**src/rtl/seq_slice_adder_if.sv**
```systemverilog
// Start/done handshake and operand/result bus of the sliced adder.
// master drives requests, slave (the adder) returns results.
interface seq_slice_adder_if #(
  parameter int WIDTH = 16
);
  logic             start;
  logic             sub;
  logic [WIDTH-1:0] a;
  logic [WIDTH-1:0] b;
  logic             c_in;
  logic             busy;
  logic             done;
  logic [WIDTH-1:0] sum;
  logic             c_out;
  logic             ovf;

  modport master (
    output start, sub, a, b, c_in,
    input  busy, done, sum, c_out, ovf
  );

  modport slave (
    input  start, sub, a, b, c_in,
    output busy, done, sum, c_out, ovf
  );
endinterface

```
**src/rtl/seq_slice_adder.sv**
```systemverilog
// Multi-cycle add/sub: resolves one SLICE-bit segment of the carry chain per
// clock, LSB first, with a registered carry between segments.

module seq_slice_unit #(
  parameter int SLICE = 4
) (
  input  logic [SLICE-1:0] a,
  input  logic [SLICE-1:0] b,
  input  logic             ci,
  output logic [SLICE-1:0] s,
  output logic             co,
  output logic             cm
);
  logic [SLICE:0] t;

  assign t  = {1'b0, a} + {1'b0, b} + {{SLICE{1'b0}}, ci};
  assign s  = t[SLICE-1:0];
  assign co = t[SLICE];
  // Carry into the slice MSB, recovered from the sum bit; feeds signed overflow.
  assign cm = s[SLICE-1] ^ a[SLICE-1] ^ b[SLICE-1];
endmodule

module seq_slice_adder #(
  parameter int WIDTH = 16,
  parameter int SLICE = 4
) (
  input  logic             clk,
  input  logic             reset_n,
  seq_slice_adder_if.slave bus
);
  localparam int NSLICE = WIDTH / SLICE;
  localparam int IW     = (NSLICE > 1) ? $clog2(NSLICE) : 1;

  typedef enum logic [1:0] {IDLE, RUN, DONE} state_t;

  state_t           state;
  logic [WIDTH-1:0] op_a, op_b, work, work_next;
  logic             carry;
  logic [IW-1:0]    idx;
  logic             last;
  logic [SLICE-1:0] sl_s;
  logic             sl_co, sl_cm;

  logic             busy_q, done_q, c_out_q, ovf_q;
  logic [WIDTH-1:0] sum_q;

  assign last = (idx == IW'(NSLICE - 1));

  seq_slice_unit #(.SLICE(SLICE)) u_slice (
    .a  (op_a[idx*SLICE +: SLICE]),
    .b  (op_b[idx*SLICE +: SLICE]),
    .ci (carry),
    .s  (sl_s),
    .co (sl_co),
    .cm (sl_cm)
  );

  always_comb begin
    work_next                      = work;
    work_next[idx*SLICE +: SLICE]  = sl_s;
  end

  always_ff @(posedge clk or negedge reset_n) begin
    if (!reset_n) begin
      state   <= IDLE;
      op_a    <= '0;
      op_b    <= '0;
      work    <= '0;
      carry   <= 1'b0;
      idx     <= '0;
      busy_q  <= 1'b0;
      done_q  <= 1'b0;
      sum_q   <= '0;
      c_out_q <= 1'b0;
      ovf_q   <= 1'b0;
    end else begin
      done_q <= 1'b0;
      case (state)
        IDLE, DONE: begin
          if (bus.start) begin
            // Subtract is a + ~b + 1; c_in only matters for add.
            op_a   <= bus.a;
            op_b   <= bus.sub ? ~bus.b : bus.b;
            carry  <= bus.sub | bus.c_in;
            idx    <= '0;
            state  <= RUN;
            busy_q <= 1'b1;
          end else begin
            state <= IDLE;
          end
        end
        RUN: begin
          work  <= work_next;
          carry <= sl_co;
          idx   <= idx + 1'b1;
          if (last) begin
            state   <= DONE;
            busy_q  <= 1'b0;
            done_q  <= 1'b1;
            sum_q   <= work_next;
            c_out_q <= sl_co;
            ovf_q   <= sl_cm ^ sl_co;
          end
        end
        default: state <= IDLE;
      endcase
    end
  end

  assign bus.busy  = busy_q;
  assign bus.done  = done_q;
  assign bus.sum   = sum_q;
  assign bus.c_out = c_out_q;
  assign bus.ovf   = ovf_q;
endmodule
```
**src/flat_wrapper.sv**
```systemverilog
// flat-port wrapper written by rule: the top's interface ports become plain ports
module seq_slice_adder_flat 
#(
  parameter int WIDTH = 16,
  parameter int SLICE = 4
)
  (clk, reset_n, bus_start, bus_sub, bus_a, bus_b, bus_c_in, bus_busy, bus_done, bus_sum, bus_c_out, bus_ovf);
  seq_slice_adder_if #(.WIDTH(WIDTH)) bus_i ();
  input  logic clk;
  input  logic reset_n;
  input wire logic [$bits(bus_i.start)-1:0] bus_start;
  input wire logic [$bits(bus_i.sub)-1:0] bus_sub;
  input wire logic [$bits(bus_i.a)-1:0] bus_a;
  input wire logic [$bits(bus_i.b)-1:0] bus_b;
  input wire logic [$bits(bus_i.c_in)-1:0] bus_c_in;
  output wire logic [$bits(bus_i.busy)-1:0] bus_busy;
  output wire logic [$bits(bus_i.done)-1:0] bus_done;
  output wire logic [$bits(bus_i.sum)-1:0] bus_sum;
  output wire logic [$bits(bus_i.c_out)-1:0] bus_c_out;
  output wire logic [$bits(bus_i.ovf)-1:0] bus_ovf;
  assign bus_i.start = bus_start;
  assign bus_i.sub = bus_sub;
  assign bus_i.a = bus_a;
  assign bus_i.b = bus_b;
  assign bus_i.c_in = bus_c_in;
  assign bus_busy = bus_i.busy;
  assign bus_done = bus_i.done;
  assign bus_sum = bus_i.sum;
  assign bus_c_out = bus_i.c_out;
  assign bus_ovf = bus_i.ovf;
  seq_slice_adder #(.WIDTH(WIDTH), .SLICE(SLICE)) u_core (.clk(clk), .reset_n(reset_n), .bus(bus_i));
endmodule
```
**config.mk**
```make
export PLATFORM = sky130hd
export DESIGN_NAME = seq_slice_adder_flat
export DESIGN_NICKNAME = d
export VERILOG_FILES = /design/src/rtl/seq_slice_adder_if.sv /design/src/rtl/seq_slice_adder.sv /design/src/flat_wrapper.sv
export SDC_FILE = /design/constraint.sdc
export NUM_CORES = 1
export LEC_CHECK = 0
export ABC_AREA = 1
export BUFFER_PORTS_ARGS = -buffer_cell sky130_fd_sc_hd__buf_2
export CAP_MARGIN = 20
export CORE_UTILIZATION = 45
export CTS_BUF_LIST = sky130_fd_sc_hd__clkbuf_4 sky130_fd_sc_hd__clkbuf_8 sky130_fd_sc_hd__clkbuf_16
export DETAILED_ROUTE_END_ITERATION = 6
export MAX_ROUTING_LAYER = met4
export PLACE_DENSITY = 0.66
export SLEW_MARGIN = 20
export SYNTH_ARGS = -nofsm -noshare
export SYNTH_HDL_FRONTEND = slang
export SYNTH_SLANG_ARGS = --single-unit
```
**constraint.sdc**
```tcl
create_clock -name clk -period 3.5 [get_ports clk]
set_input_delay 0.7 -clock clk [delete_from_list [all_inputs] [get_ports clk]]
set_output_delay 0.7 -clock clk [all_outputs]
set_load 0.03 [all_outputs]
```
=== After elaboration in Yosys (flattened, before gate mapping) ===
Index checks and enable logic that the tools add are counted.

* Register bits: 73
* Word-level logic and storage cells: 50
* Input bits: 37

* Muxes and demuxes: 14
* Reductions and logical operators: 7
* Eq/ne operators: 5
* Shift-type cells: 4
* Bitwise operators: 5
* $add $sub $neg: 4

{| class="wikitable"
|+ Operators by type and width
! operator !! count
|-
| $neg A4 Y34 || 1
|-
| $shift A4 B34 Y16 const A || 1
|-
| $shiftx A4 B34 Y16 || 1
|-
| $shiftx A16 B5 Y4 || 2
|-
| $bwmux W16 || 1
|-
| $mux W16 || 1
|-
| $not A16 Y16 || 1
|-
| $pmux W2 S2 || 2
|-
| $mux W1 || 6
|-
| $reduce_and A2 Y1 || 3
|-
| $add A4 B4 Y5 || 1
|-
| $add A5 B1 Y5 || 1
|-
| $eq A2 B2 Y1 const B || 2
|-
| $mux W2 || 2
|-
| $pmux W1 S2 || 2
|-
| $reduce_and A3 Y1 || 1
|-
| $xor A1 B1 Y1 || 3
|-
| $add A2 B1 Y2 const B || 1
|-
| $eq A2 B1 Y1 const B || 1
|-
| $logic_not A2 Y1 || 1
|-
| $ne A2 B1 Y1 const B || 1
|-
| $ne A2 B2 Y1 const B || 1
|-
| $reduce_bool A2 Y1 || 1
|-
| $reduce_or A2 Y1 || 1
|-
| $or A1 B1 Y1 || 1
|}

=== Longest topological paths before layout ===
Gate-level depths: netlist of run 1.

* Depth after elaboration: 6
* Gate-level depth with buffers: 16
* Gate-level depth less buffers: 15

=== Modules after synthesis ===
Synthesis of run 1 repeated with hierarchy kept, for this count alone.

* Cells, all modules: 459
* Area total of the unflattened synthesis: 3697.3 um^2

{| class="wikitable"
|+ Modules (own cells, without submodules)
! module !! area an instance (um^2) !! cells each !! instances
|-
| seq_slice_adder || 3498.4 || 430 || 1
|-
| seq_slice_unit || 198.9 || 29 || 1
|}

=== Least setup slack after synthesis of run 1 ===
OpenSTA, ideal clock, no wires.

* Kind: reg-to-reg
* From: reg u_core.idx[0]
* To: reg u_core.work[9]
* Setup slack: 1.016 ns
* Stages on the path, launching flop included: 12
* Clock period less this slack: 2.484 ns
* Data arrival time: 2.401 ns
* Buffers on the path: 2
* Path through: dfrtp_1 inv_2 buf_6 buf_2 o21ai_0 o22ai_1 fa_1 inv_1 fa_1 o32ai_1 nand2_1 o21ai_0

* Longest elaborated chain between the ends: 5
* Elaborated cells on any way between the ends: 8

{| class="wikitable"
|+ Ends and longest elaborated chain
! what !! RTL line !! text
|-
| start, declared || seq_slice_adder.sv:39 || <nowiki>logic [IW-1:0] idx;</nowiki>
|-
| start signal, assigned || seq_slice_adder.sv:95 || <nowiki>idx <= idx + 1'b1;</nowiki>
|-
| $shiftx A16 B5 Y4, on equally long branches || seq_slice_adder.sv:50, seq_slice_adder.sv:51 ||
|-
| $add A4 B4 Y5 || seq_slice_adder.sv:16 || <nowiki>assign t = {1'b0, a} + {1'b0, b} + {{SLICE{1'b0}}, ci};</nowiki>
|-
| $add A5 B1 Y5 || seq_slice_adder.sv:16 ||
|-
| $shiftx A4 B34 Y16 || seq_slice_adder.sv:60 || <nowiki>work_next[idx*SLICE +: SLICE] = sl_s;</nowiki>
|-
| $bwmux W16 (*) || seq_slice_adder.sv:60 ||
|-
| end signal, assigned || seq_slice_adder.sv:93 || <nowiki>work <= work_next;</nowiki>
|-
| end, declared || seq_slice_adder.sv:37 || <nowiki>logic [WIDTH-1:0] op_a, op_b, work, work_next;</nowiki>
|}

Mark *: on every way between the ends. The rest lies on a longest branch, timed or not.
A chain may end at the register's enable or synchronous reset.

=== Worst setup path in the final report of run 1 ===
* From: reg u_core.idx[1]
* To: reg u_core.work[9]

Same word-level chain as after synthesis.

==> results of run 1 <==
-- cells in the mapped netlist --
| master | count |
|---|---|
| o22ai_1 | 16 |
| a21oi_1 | 4 |
| nand2_1 | 145 |
| dfrtp_1 | 73 |
| inv_2 | 3 |
| nand2_2 | 3 |
| ha_1 | 9 |
| nor2_1 | 12 |
| o32ai_1 | 2 |
| a32oi_1 | 2 |
| o21ai_2 | 1 |
| xnor2_1 | 16 |
| mux2_2 | 16 |
| inv_1 | 35 |
| buf_2 | 7 |
| o221ai_1 | 1 |
| buf_6 | 1 |
| clkbuf_1 | 8 |
| nand3_2 | 1 |
| nand4_1 | 4 |
| fa_1 | 2 |
| buf_4 | 2 |
| nor2_2 | 1 |
| o21ai_0 | 40 |
| nand3_1 | 16 |
-- stage by stage --
stage | worst slack [ns] | power [W] | cell area, um^2
2_1_floorplan | 1.02 | 0.00323 | 3640
3_3_place_gp | 0.920 | 0.00377 | 4000
3_5_place_dp | 0.807 | 0.00385 | 4000
4_1_cts | 0.784 | 0.00451 | 4200
5_1_grt | 0.497 | 0.00491 | 4200
6_report | 0.782 | 0.00450 | 4200
-- worst paths after layout --
| kind | cells after the start | end | slack [ns] |
|---|---|---|---|
| worst max-delay path | 9 | u_core.work[9]$_DFFE_PN0P_ | 0.78 |
| max in group asynchronous | 2 | u_core.op_b[6]$_DFFE_PN0P_ | 2.83 |
| worst min register to register | 2 | u_core.bus.sum[15]$_DFFE_PN0P_ | 0.48 |
| worst min-delay path | 2 | u_core.bus.sum[8]$_DFFE_PN0P_ | 0.36 |
| min in group clk | 2 | u_core.bus.sum[15]$_DFFE_PN0P_ | 0.48 |
| worst max register to register | 9 | u_core.work[9]$_DFFE_PN0P_ | 0.78 |
-- area by class of cell --
cell class / count / area (um^2)
repair buffers: 61 / 330
clock buffers: 10 / 138
inverters: 38 / 143
multi-input cells: 291 / 1580
fillers: 732 / 3570
clock inverters: 6 / 57.6
flip-flops and latches: 73 / 1830
well taps: 102 / 128
-- state kept, by name, indices dropped and copies added, names as in the netlist --
register and cells:
u_core.bus.busy 1, u_core.bus.c_out 1, u_core.bus.done 1, u_core.bus.ovf 1, u_core.bus.sum 16, u_core.carry 1, u_core.idx 2, u_core.op_a 16
u_core.op_b 16, u_core.state 2, u_core.work 16
-- per-layer routing --
layer / wire length, um / vias to the layer above / share of wire
met3: 250 / 24 / 0.032
li1: - / 1468 / -
met2: 3760 / 65 / 0.49
met5: 0 / - / 0
met1: 3460 / 1371 / 0.45
met4: 233 / 0 / 0.030
-- power groups by stage --
stage / combinational, W / clock [W] / sequential [W]
floorplan: 0.00172 / 0 / 0.00151
global placement: 0.00235 / 0 / 0.00142
detailed placement: 0.00243 / 0 / 0.00142
CTS: 0.00244 / 0.000663 / 0.00141
global route: 0.00276 / 0.000698 / 0.00144
finish: 0.00244 / 0.000647 / 0.00141
-- cells by family after synthesis --
kind of cell               count (synthesis)
buffers and inverters                     56
DFF                                       73
adders and majority gates                 11
and+or+nand+nor                          182
xor gates and xnor gates                  16
muxes                                     16
AOI/OAI and AO/OA                         66
==> results.tsv, run 1 <==
metric	value	unit
synth_warnings	0	
switching_power	0.00212	W
wire_per_inst	13.3	um
syn_inst	420	
seq_power_share	0.313	
final_util	0.540	
gp_congestion	0.859	
cts_root_buf	clkbuf_8	
yosys-top-cells-area	dfrtp_1, nand2_1, o21ai_0	
met3_usage	0.0357	
pwr-share-comb	0.543	
clockBufferDepth	2	
synth_top_family_by_area	simple AND/OR/NAND/NOR gates	
period_share	0.776	
crit_chain	inv_1 -> o21ai_0 -> o22ai_1 -> fa_1 -> inv_1 -> fa_1 -> o32ai_1 -> nand2_1 -> o21ai_0	
dp.final_hpwl	5520	um
grt-busiest-layer	met2	
status	finished, final reports clean	
cts.htree.levels	3	
p_int	0.00237	W
grt_use_met2	0.335	
io_pins	57	
grt_usage	0.207	
dr_total_vias	2928	
p_leak	2.16	nW
setup_viol	0	
syn_nets	468	
maxCapViolations	0	
core_region_area	0.00777	mm^2
worstSetupStartpoint	u_core.idx[1]$_DFFE_PN0P_	
final_cells	581	
switching_share	0.472	
pwr-share-clk	0.144	
fin_nets	522	
crit_path_end_kind	register	
cts.repair.resized	0	
drt_pass1_iterations	4	
ir_drop	432	uV
antennaDiodeCount	0	
viasPerCell	5.04	
post-cts-setup-buffers	0	
grt_max_degree	74	
area_growth	15.5	%
io_buffer_count	56	
netlist_area	0.00364	mm^2
fin_hold_ws	0.364	ns
path_clk_slew	0.07	ns
cts_tree	done	
postRouteAntennaNets	0	
power_density	1070	mW/mm^2
synth_compound_area_frac	0.103	
rsz0062_at_grt	false	
numCtsBuffers	9	
grt_antenna_before_repair	0	
critPathLaunchType	register	
drtIter0Drc	141	
grt_pass1_wl	13200	um
rows	32	
start_util	0.468	
drc	0	
drive_above_1_share	0.213	
die_h	91.9	um
skew	0.0108	ns
synth-xor-area-share	0.0385	
routed_wl	7710	um
clkSinkCount	73	
path_delay_family	adder cells	
fmax	368	MHz
mostFrequentLayoutCell	nand2_1	
crit_slowest_cell	dfrtp_1	
post-route-min-period	2.72	ns
design.die.area	0.00844	mm^2
critPathBufInv	2	
crit_fanout	15	
cp.arrival	2.99	ns
synth_top_cell_by_area	dfrtp_1	
yosysSeqAreaShare	0.502	
hold_path.class	in2async	
mostFrequentLayoutCells	nand2_1, dfrtp_1, buf_2	
worstPathRequired	3.77	ns
crit_type	reg2reg	
worstSkewPairLatency	0.35	ns
synth-simple-area-share	0.201	
timing.rr.start	u_core.idx[1]$_DFFE_PN0P_	
first_global_vias	2913	
cts_hold_buf	0	
fin_tns_setup	0	ns
gr-usage-met1	0.248	
synth_fa_ha_area_frac	0.0420	
ys_types	25	
relSlewSlack	0.344	
slowest_delay	0.54	ns
ys_ff_latch	73	
worst_pin_slew	0.981	ns
synth_top_area_frac	0.502	
avgSynthCellArea	8.66	um^2
hold_viol_final	0	
grt-ovfl-total	0	
final_max_slew_viol_count	0	
synthMuxAreaShare	0.0496	
die_w	91.9	um
dp_cells	565	
Power figures use the tool's default switching activity.
==> run 2: changes to the inputs <==
==> constraint.sdc (replaced) <==
create_clock -name clk -period 2.7 [get_ports clk]
set_input_delay 0.54 -clock clk [delete_from_list [all_inputs] [get_ports clk]]
set_output_delay 0.54 -clock clk [all_outputs]
set_load 0.03 [all_outputs]
==> results.tsv, run 2 (synthesized netlist as in run 1, its figures left out) <==
metric	value	unit	change
grt_usage	0.215		was 0.207
worstSkewPairLatency	0.35	ns	about the same
worstPathRequired	2.97	ns	was 3.77 ns
setup_viol	0		unchanged
dp.final_hpwl	5780	um	was 5520 um
io_pins	57		unchanged
design.die.area	0.00844	mm^2	unchanged
gp_congestion	0.890		was 0.859
place_ws	0.242	ns	was 0.807 ns
post-route-min-period	2.47	ns	was 2.72 ns
grt_max_degree	41		was 74
crit_path_end_kind	register		unchanged
dp_cells	572		was 565
status	finished, final reports clean		unchanged
drt_pass1_iterations	4		unchanged
die_w	91.9	um	unchanged
final_area	0.00427	mm^2	was 0.00420 mm^2
crit_fanout	8		was 15
hold_path.class	in2reg		was in2async
grt_pass1_wl	13600	um	was 13200 um
ir_drop	568	uV	was 432 uV
die_h	91.9	um	unchanged
cts_root_buf	clkbuf_8		unchanged
clockBufferDepth	2		unchanged
grt-ovfl-total	0		unchanged
cts_tree	done		unchanged
hold_viol_final	0		unchanged
fin_ws	0.233	ns	was 0.782 ns
mostFrequentLayoutCell	nand2_1		unchanged
cts.htree.levels	3		unchanged
io_buffer_count	56		unchanged
drive_above_1_share	0.226		was 0.213
viasPerCell	5.08		was 5.04
relSlewSlack	0.487		was 0.344
rows	32		unchanged
final_max_slew_viol_count	0		unchanged
first_global_vias	2925		was 2913
finalPower	0.00594	W	was 0.00450 W
dr_total_vias	2990		was 2928
post-cts-setup-buffers	0		unchanged
postRouteAntennaNets	0		unchanged
worst_pin_slew	0.767	ns	was 0.981 ns
clkSinkCount	73		unchanged
routed_wl	7930	um	was 7710 um
start_util	0.468		unchanged
rsz0062_at_grt	false		unchanged
period_share	0.914		was 0.776
dpl_cell_area	0.00406	mm^2	was 0.00400 mm^2
mostFrequentLayoutCells	nand2_1, dfrtp_1, buf_2		unchanged
fin_tns_setup	0	ns	unchanged
p_leak	2.20	nW	was 2.16 nW
path_clk_slew	0.08	ns	was 0.07 ns
skew	0.00888	ns	was 0.0108 ns
crit_type	reg2reg		unchanged
numCtsBuffers	9		unchanged
final_cells	589		was 581
core_region_area	0.00777	mm^2	unchanged
drtIter0Drc	137		was 141
wire_per_inst	13.5	um	was 13.3 um
antennaDiodeCount	0		unchanged
cp.arrival	2.74	ns	was 2.99 ns
area_growth	17.3	%	was 15.5%
fin_nets	530		was 522
grt_antenna_before_repair	0		unchanged
critPathLaunchType	register		unchanged
fmax	405	MHz	was 368 MHz
maxCapViolations	0		unchanged
power_density	1390	mW/mm^2	was 1070 mW/mm^2
drc	0		unchanged
==> run 2: cell count changes in the layout (fill, tap and decap cells not counted), sizes merged <==
cell	change
clkinvlp	-1
clkinv	-2
dlygate4sd3	+1
buf	+7
clkbuf	+3
==> run 2: report_power, final <==
| group | internal, W | leakage [nW] | switching, W | total, W |
|---|---|---|---|---|
| clock | 0.000481 | 0.108 | 0.000400 | 0.000881 |
| sequential | 0.00155 | 0.935 | 0.000253 | 0.00180 |
| combinational | 0.00115 | 1.16 | 0.00211 | 0.00326 |
==> run 2: metal layers <==
layer,global-route usage,part of all wire,wire [um],up-vias
li1,-,-,-,1480
met1,0.264,0.45,3560,1419
met2,0.345,0.49,3870,74
met3,0.0423,0.037,291,17
met4,0.0964,0.026,210,0
met5,-,0,0,-
==> run 2: through the flow <==
stage	hold slack, ns	utilization
after floorplan	0.244	-
after global placement	0.351	0.522
after detailed placement	0.349	0.522
after CTS	0.400	0.549
after global routing	0.413	0.549
final	0.412	0.549
==> run 2: layout make-up <==
type,instances,area [um^2]
timing repair buffer,69,393
inverter,38,143
sequential,73,1830
clock buffer,13,160
multi-input combinational,291,1580
fill,758,3500
tap,102,128
clock inverter,3,40.0
==> run 2: worst paths after layout <==
check                                       startpoint                             to  slack (ns)  cells after the start
setup / recovery             u_core.idx[0]$_DFFE_PN0P_     u_core.work[9]$_DFFE_PN0P_        0.23                      9
hold / removal                               bus_a[13]    u_core.op_a[13]$_DFFE_PN0P_        0.41                      2
max in group asynchronous                      reset_n    u_core.op_b[14]$_DFFE_PN0P_        1.47                      3
setup reg to reg             u_core.idx[0]$_DFFE_PN0P_     u_core.work[9]$_DFFE_PN0P_        0.23                      9
hold reg to reg            u_core.bus.busy$_DFFE_PN0P_    u_core.bus.busy$_DFFE_PN0P_        0.48                      2
min in group asynchronous                      reset_n  u_core.bus.sum[8]$_DFFE_PN0P_        0.53                      2
==> run 2: critical path, cell delays in order, from the launching register on <==
cell and delay [ns]:
dfrtp_2 0.44, buf_4 0.17, o21ai_0 0.18, o22ai_1 0.12, fa_1 0.41, inv_1 0.09
fa_1 0.45, o32ai_1 0.34, nand2_1 0.08, o21ai_0 0.09
==> run 2: timing repair <==
item	in CTS	in global routing
setup endpoints to repair	0	7
endpoints found under the hold margin	3	0
hold buffers	1	0
resized for setup	0	2
==> run 3: changes to the inputs <==
--- a/config.mk
+++ b/config.mk
@@ -11,7 +11,6 @@
 export CORE_UTILIZATION = 45
 export CTS_BUF_LIST = sky130_fd_sc_hd__clkbuf_4 sky130_fd_sc_hd__clkbuf_8 sky130_fd_sc_hd__clkbuf_16
 export DETAILED_ROUTE_END_ITERATION = 6
-export MAX_ROUTING_LAYER = met4
 export PLACE_DENSITY = 0.66
 export SLEW_MARGIN = 20
 export SYNTH_ARGS = -nofsm -noshare
==> results.tsv, run 3 (synthesized netlist as in run 1, its figures left out) <==
metric	value	unit	change
status	finished, final reports clean		unchanged
dp_cells	572		unchanged
numCtsBuffers	9		unchanged
design.die.area	0.00844	mm^2	unchanged
mostFrequentLayoutCell	nand2_1		unchanged
grt_max_degree	41		unchanged
die_h	91.9	um	unchanged
p_leak	2.20	nW	unchanged
drtIter0Drc	125		was 137
worstPathRequired	2.97	ns	about the same
crit_fanout	8		unchanged
postRouteAntennaNets	0		unchanged
wl_met2	3880	um	was 3870 um
drt-met1-wl	3500	um	was 3560 um
pwr-share-clk	0.148		about the same
die_w	91.9	um	unchanged
drt_pass1_iterations	4		unchanged
crit_path_end_kind	register		unchanged
top_layer_used	met4		unchanged
setup_viol	0		unchanged
worstSkewPairLatency	0.35	ns	about the same
r2r_slack	0.23	ns	about the same
gp_congestion	0.875		was 0.890
drc	0		unchanged
rsz0062_at_grt	false		unchanged
cts_tree	done		unchanged
fmax	405	MHz	about the same
maxCapViolations	0		unchanged
met3_length	312	um	was 291 um
mostFrequentLayoutCells	nand2_1, dfrtp_1, buf_2		unchanged
dr_total_vias	2970		was 2990
grt_antenna_before_repair	0		unchanged
ir_drop	567	uV	was 568 uV
fin_hold_ws	0.412	ns	about the same
antennaDiodeCount	0		unchanged
first_global_vias	2922		was 2925
critPathLaunchType	register		unchanged
switching_share	0.465		was 0.466
seq_power_share	0.304		was 0.303
io_pins	57		unchanged
period_share	0.915		was 0.914
power_density	1390	mW/mm^2	about the same
path_clk_slew	0.08	ns	about the same
relSlewSlack	0.497		was 0.487
viasPerCell	5.04		was 5.08
hold_path.class	in2reg		unchanged
fin_nets	530		unchanged
routed_wl	7900	um	was 7930 um
cts.htree.levels	3		unchanged
rows	32		unchanged
drive_above_1_share	0.226		unchanged
cp.arrival	2.74	ns	about the same
grt_pass1_wl	13600	um	unchanged
start_util	0.468		unchanged
final_cells	589		unchanged
hold_viol_final	0		unchanged
final_max_slew_viol_count	0		unchanged
worst_pin_slew	0.753	ns	was 0.767 ns
pwr-share-comb	0.548		was 0.549
clkSinkCount	73		unchanged
area_growth	17.3	%	unchanged
clockBufferDepth	2		unchanged
cts_root_buf	clkbuf_8		unchanged
post-cts-setup-buffers	0		unchanged
wire_per_inst	13.4	um	was 13.5 um
grt_usage	0.209		was 0.215
core_region_area	0.00777	mm^2	unchanged
switching_power	0.00276	W	was 0.00277 W
io_buffer_count	56		unchanged
fin_tns_setup	0	ns	unchanged
grt-ovfl-total	0		unchanged
skew	0.00939	ns	was 0.00888 ns
post-route-min-period	2.47	ns	about the same
p_int	0.00317	W	was 0.00318 W
crit_type	reg2reg		unchanged
dp.final_hpwl	5780	um	unchanged
## run 3: cell counts in the layout (fill, tap and decap cells not counted)
Identical to the previous run, type by type.
## run 3: final cells by class
cell class | count | area [um^2]
repair buffers | 69 | 393
multi-input cells | 291 | 1580
fillers | 758 | 3500
well taps | 102 | 128
clock inverters | 3 | 40.0
inverters | 38 | 143
clock buffers | 13 | 160
flip-flops and latches | 73 | 1830
## run 3: what timing repair did
| action | 4_1_cts | 5_1_grt |
|---|---|---|
| endpoints found under the setup margin | 0 | 7 |
| endpoints found under the hold margin | 3 | 0 |
| gates resized for setup | 0 | 2 |
| hold buffers | 1 | 0 |
## run 3: worst paths after layout
check                                                  from                       endpoint  depth (start not counted)
worst max-delay path              u_core.idx[0]$_DFFE_PN0P_     u_core.work[9]$_DFFE_PN0P_                          9
worst min-delay path                              bus_a[13]    u_core.op_a[13]$_DFFE_PN0P_                          2
worst max register to register    u_core.idx[0]$_DFFE_PN0P_     u_core.work[9]$_DFFE_PN0P_                          9
worst min register to register  u_core.bus.busy$_DFFE_PN0P_    u_core.bus.busy$_DFFE_PN0P_                          2
max in group asynchronous                           reset_n      u_core.idx[0]$_DFFE_PN0P_                          3
min in group asynchronous                           reset_n  u_core.bus.sum[8]$_DFFE_PN0P_                          2
## run 3: routing by layer
layer | up-vias | global-route usage
li1 | 1480 | -
met1 | 1402 | 0.262
met2 | 71 | 0.346
met3 | 17 | 0.0423
met4 | 0 | 0.0964
met5 | - | 0
## run 3: critical path: stages (launching register included)
cell and delay [ns]:
dfrtp_2 0.44, buf_4 0.17, o21ai_0 0.18, o22ai_1 0.12, fa_1 0.41, inv_1 0.09
fa_1 0.45, o32ai_1 0.34, nand2_1 0.08, o21ai_0 0.09
## run 3: per-stage QoR
| stage | instance area (um^2) | setup WS [ns] | total power [W] | utilization |
|---|---|---|---|---|
| 2_1_floorplan | 3640 | 0.216 | 0.00418 | - |
| 3_3_place_gp | 4060 | 0.292 | 0.00495 | 0.522 |
| 3_5_place_dp | 4060 | 0.242 | 0.00504 | 0.522 |
| 4_1_cts | 4270 | 0.219 | 0.00595 | 0.549 |
| 5_1_grt | 4270 | 0.0254 | 0.00647 | 0.549 |
| 6_report | 4270 | 0.231 | 0.00593 | 0.549 |
## run 3: power by group through the flow
stage | logic [W] | clock network [W] | registers (W)
3_5_place_dp | 0.00322 | 0 | 0.00182
4_1_cts | 0.00325 | 0.000901 | 0.00181
6_report | 0.00325 | 0.000881 | 0.00180
2_1_floorplan | 0.00223 | 0 | 0.00196
5_1_grt | 0.00367 | 0.000951 | 0.00185
3_3_place_gp | 0.00314 | 0 | 0.00181
